==> config.mk <==
export PLATFORM = sky130hd
export DESIGN_NAME = systolic_ctrl
export DESIGN_NICKNAME = d
export VERILOG_FILES = /design/src/rtl/systolic_ctrl.sv
export SDC_FILE = /design/constraint.sdc
export NUM_CORES = 1
export LEC_CHECK = 0
export CORE_UTILIZATION = 44
export CTS_CLUSTER_DIAMETER = 200
export DETAILED_ROUTE_END_ITERATION = 7
export PLACE_DENSITY = 0.86
export SETUP_SLACK_MARGIN = 0.1
export SYNTH_ARGS = -nofsm -noshare
export SYNTH_HDL_FRONTEND = slang
export SYNTH_SLANG_ARGS = --single-unit
==> constraint.sdc <==
create_clock -name clk -period 6.57 [get_ports clk]
set_input_delay 1.6425 -clock clk [delete_from_list [all_inputs] [get_ports clk]]
set_output_delay 1.6425 -clock clk [all_outputs]
set_load 0.1 [all_outputs]
==> src/rtl/systolic_ctrl.sv <==
// rtl/systolic_ctrl.sv - load/compute/flush/drain sequencer for a weight-stationary PE chain
// One job: shift N weights in, stream cfg_k activations, flush the skew, then drain N results.
module systolic_ctrl #(
  parameter int N  = 4,
  parameter int DW = 8
) (
  input  logic          clk,
  input  logic          rst_n,
  input  logic          start,
  input  logic [7:0]    cfg_k,
  output logic          busy,
  output logic          done,
  input  logic [DW-1:0] w_data,
  input  logic          w_valid,
  output logic          w_ready,
  input  logic [DW-1:0] a_data,
  input  logic          a_valid,
  output logic          a_ready,
  output logic [DW-1:0] r_data,
  output logic          r_valid,
  input  logic          r_ready,
  output logic          arr_load_weight,
  output logic [DW-1:0] arr_weight_in,
  output logic [DW-1:0] arr_in_b,
  output logic          arr_chain_en,
  output logic [DW-1:0] arr_chain_in,
  input  logic [DW-1:0] arr_chain_out
);

  // One shared beat counter, wide enough for both N and a 255-beat activation run.
  localparam int CW = ($clog2(N + 1) > 8) ? $clog2(N + 1) : 8;
  localparam logic [CW-1:0] LAST_N = CW'(N - 1);
  localparam logic [CW-1:0] LAST_F = CW'((N > 1) ? N - 2 : 0);

  typedef enum logic [2:0] {IDLE, LOAD, COMPUTE, FLUSH, DRAIN, DONE} state_t;

  state_t        state, state_d;
  logic [CW-1:0] cnt, cnt_d;
  logic [7:0]    k_q, k_d;
  logic [CW-1:0] last_a;

  assign last_a       = CW'(k_q) - CW'(1);
  assign arr_chain_in = '0;

  always_ff @(posedge clk or negedge rst_n) begin
    if (!rst_n) begin
      state <= IDLE;
      cnt   <= '0;
      k_q   <= '0;
    end else begin
      state <= state_d;
      cnt   <= cnt_d;
      k_q   <= k_d;
    end
  end

  always_comb begin
    state_d         = state;
    cnt_d           = cnt;
    k_d             = k_q;
    busy            = 1'b1;
    done            = 1'b0;
    w_ready         = 1'b0;
    a_ready         = 1'b0;
    r_valid         = 1'b0;
    r_data          = '0;
    arr_load_weight = 1'b0;
    arr_weight_in   = '0;
    arr_in_b        = '0;
    arr_chain_en    = 1'b0;
    case (state)
      IDLE: begin
        busy = 1'b0;
        if (start) begin
          state_d = LOAD;
          k_d     = cfg_k;
          cnt_d   = '0;
        end
      end
      LOAD: begin
        w_ready         = 1'b1;
        arr_weight_in   = w_data;
        arr_load_weight = w_valid;
        if (w_valid) begin
          if (cnt == LAST_N) begin
            cnt_d   = '0;
            state_d = (k_q == 8'd0) ? DRAIN : COMPUTE;
          end else begin
            cnt_d = cnt + CW'(1);
          end
        end
      end
      COMPUTE: begin
        // A bubble must feed zero so it adds nothing to the accumulators.
        a_ready  = 1'b1;
        arr_in_b = a_valid ? a_data : '0;
        if (a_valid) begin
          if (cnt == last_a) begin
            cnt_d   = '0;
            state_d = (N == 1) ? DRAIN : FLUSH;
          end else begin
            cnt_d = cnt + CW'(1);
          end
        end
      end
      FLUSH: begin
        if (cnt == LAST_F) begin
          cnt_d   = '0;
          state_d = DRAIN;
        end else begin
          cnt_d = cnt + CW'(1);
        end
      end
      DRAIN: begin
        r_valid      = 1'b1;
        r_data       = arr_chain_out;
        arr_chain_en = r_ready;
        if (r_ready) begin
          if (cnt == LAST_N) begin
            cnt_d   = '0;
            state_d = DONE;
          end else begin
            cnt_d = cnt + CW'(1);
          end
        end
      end
      DONE: begin
        done    = 1'b1;
        state_d = IDLE;
      end
      default: state_d = IDLE;
    endcase
  end

endmodule

==> summary.md <==
| Metric | Value |
|---|---|
| Crit path capture | `arr_in_b[0]` |
| RePlAce Congestion | `about 0.80` |
| DR top layer | `met4` |
| # diodes | `0` |
| Initial antenna violation count | `0` |
| Post-cts resize count | `0` |
| Initial Util | `0.464` |
| CTS tree | `yes` |
| Sw Pwr | `0.0630 mW` |
| CTS Buffer Depth | `2` |
| H-tree depth | `1` |
| Cell Area, Synth | `approximately 1600 µm²` |
| Final clock skew | `0.00525 ns` |
| Top-Level Pins | `a little under 80` |
| Clock-pin transition on the worst setup and hold timing paths | `about 0.11 ns` |
| Cells after synthesis | `186` |
| Largest net degree at the start of global routing | `20` |
| Clock buffer count from CTS | `3` |
| Worst Setup End Kind | `output pin` |
| Logic pwr share | `0.200` |
| IR drop worst, VDD | `approximately 0.058 mV` |
| Met2 WL | `2150 µm` |
| Clk Tree Root Cell | `clkbuf_4` |
| Clock sinks | `19` |
| Die Y | `roughly 62 µm` |
| Sw frac | `0.284` |
| Vias in the first global route | `~1,400` |
| Routed vias/inst | `between 5 and 6` |
| Iteration count of the initial detailed-routing pass | `4` |
| Worst setup SP type | `input pin` |
| Max-cap violations | `0` |
| HP Start | `k_q[7]` |
| WP data arrival | `around 3.6 ns` |
| Reg2reg path depth | `8` |
| Core area | `3360 µm²` |
| Clk Latency, worst-skew pair | `0.30 ns` |
| Setup crit start | `a_valid` |
| Dominant cell type by area after synthesis | `dfrtp_1` |
| Synth area leaders | `dfrtp_1 (30%), and2_1 (7.2%), mux2_2 (5.8%), nand2_1 (4.6%), and3_1 (4.0%)` |
| Layout area overhead | `44.0%` |
| WL met3 | `164 µm` |
| ANT nets after route | `0` |
| Port bufs | `68` |
| Setup repair bufs after CTS | `0` |
| Static Leakage | `0.946 nW` |
| CP required | `4.93 ns` |
| Hold buffers post-CTS | `0` |
| Internal | `0.159 mW` |
| GR Overflow Total | `0` |
| CP Class | `in -> out` |
| Sequential power share | `0.527` |
| RSZ-0062 raised after global routing | `false` |
| Reg-to-Reg End | `cnt[3]` |
| Final Hold Fails | `0` |
| Chip width | `61.6 µm` |
| DR vias | `1,526` |
| Status | `finished, final reports clean` |
| Final min period | `5.24 ns` |
| FF-to-FF Start | `k_q[0]` |
| Yosys top cell area share | `0.304` |
| Syn_area_per_cell | `8.40 µm²` |
| Top_reg_cell synth | `dfrtp_1` |
| Synth top cells by count | `dfrtp_1 (19), nand2_1 (19), and2_1 (18)` |
| Fmax | `191 MHz` |
| Clock power share | `0.273` |
| Post-synth EDFFs | `0` |
| Total track usage | `0.216` |
| Worst hold path class | `reg -> reg` |
| Wirelength per Cell | `13.6 µm` |
| Worst Path Max Fanout | `9` |
| 1st-iter DRT viols | `81` |
| Period utilization | `0.798` |
| DP HPWL | `3200 µm` |
| Post-synthesis sequential area ratio | `0.304` |
| YS warnings | `0` |
| # fillers | `approximately 300` |
| Synthesis-stage register bit count | `19` |
| Drt drc | `0` |
| Slew Limit Fails | `0` |
| Design Power | `around 0.22 mW` |
| Final setup viols | `0` |
| Setup TNS | `0 ns` |
| FFs w/ async S/R, synth | `1.00` |
| NumNets Final | `289` |
| Pwr per Cell Area | `98.7 nW/µm²` |
| Slack of the worst reg-to-reg path | `~4.0 ns` |
| Met1 Wirelength | `1640 µm` |
| Die area | `approximately 3800 µm²` |
| Rel. slew slack | `0.242` |
| Layout cells sized above 1 | `0.0894` |
| Global-route wire length before repair | `6040 µm` |
| WL final | `3980 µm` |
| Slew @ Worst Pin | `1.13 ns` |
| FP Rows | `21` |
| Synth unique cells | `45` |
-- placed cells by master (no fill, tap or decap), types with 2 or more instances in the layout --
cell type / instances
clkdlybuf4s50_1: 68
nand2_1: 19
dfrtp_1: 19
and2_1: 18
and3_1: 10
inv_1: 9
nor3_1: 9
mux2_2: 8
o21ai_0: 8
conb_1: 8
nor2_1: 7
xnor2_1: 6
a21oi_1: 6
nand2b_1: 5
xor2_1: 5
ha_1: 4
nand3_1: 3
o211ai_1: 3
or2_2: 3
clkbuf_4: 3
nor3b_1: 2
-- area by class of cell --
cell class                      instances  area [µm²]  share of cell area
Multi-Input combinational cell        146         973               0.433
Timing Repair Buffer                   68         681               0.303
Sequential cell                        19         475               0.211
Tap cell                               46        57.6              0.0256
Inverter                                9        33.8              0.0150
Clock buffer                            3        22.5              0.0100
Clock inverter                          1        5.00             0.00223
-- registers in the layout, indices dropped and copies added, names as in the netlist --
signal and count:
k_q 8, state 3, cnt 8
-- worst max-delay path, stage by stage --
cell and delay (ns):
clkdlybuf4s50_1 0.60, and3_1 0.21, clkdlybuf4s50_1 1.15
-- stage by stage --
stage,worst slack [ns],instance area [µm²],hold slack [ns],std cells,util
floorplan,2.04,1590,0.516,193,-
global placement,1.40,2220,0.544,288,0.660
detailed placement,1.35,2220,0.546,288,0.660
global route,1.29,2250,0.604,292,0.669
CTS,1.34,2250,0.569,292,0.669
finish,1.33,2250,0.575,292,0.669
-- routing by layer --
metal | vias to the layer above | GRT usage
li1 | 740 | -
met1 | 733 | 0.268
met2 | 46 | 0.376
met3 | 7 | 0.0378
met4 | 0 | 0.0698
met5 | - | 0
-- power by group through the flow --
stage / sequential (mW) / combinational [mW] / clock [mW]
global route: 0.117 / 0.0468 / 0.0673
finish: 0.117 / 0.0444 / 0.0605
floorplan: 0.119 / 0.0239 / 0
CTS: 0.117 / 0.0447 / 0.0608
global placement: 0.119 / 0.0443 / 0
detailed placement: 0.119 / 0.0445 / 0
-- cell families (layout without fill, tap and decap cells) --
kind of cell | after synthesis | after routing | synth area share
simple gates | 87 | 87 | 0.321
fa+ha+maj | 4 | 4 | 0.0321
buf+inv | 28 | 81 | 0.0889
xor+xnor | 11 | 11 | 0.0617
compound gates | 27 | 27 | 0.126
other cells | 1 | 8 | 0.00240
mux | 9 | 9 | 0.0641
flops | 19 | 19 | 0.304
-- worst min-delay path by stage --
stage / end / slack [ns] / depth (start not counted)
floorplan: k_q[7] / 0.52 / 1
global placement: k_q[7] / 0.54 / 1
detailed placement: k_q[7] / 0.55 / 1
CTS: k_q[7] / 0.57 / 1
global route: k_q[7] / 0.60 / 1
finish: k_q[7] / 0.58 / 1
(Power assumes the default switching activity.)
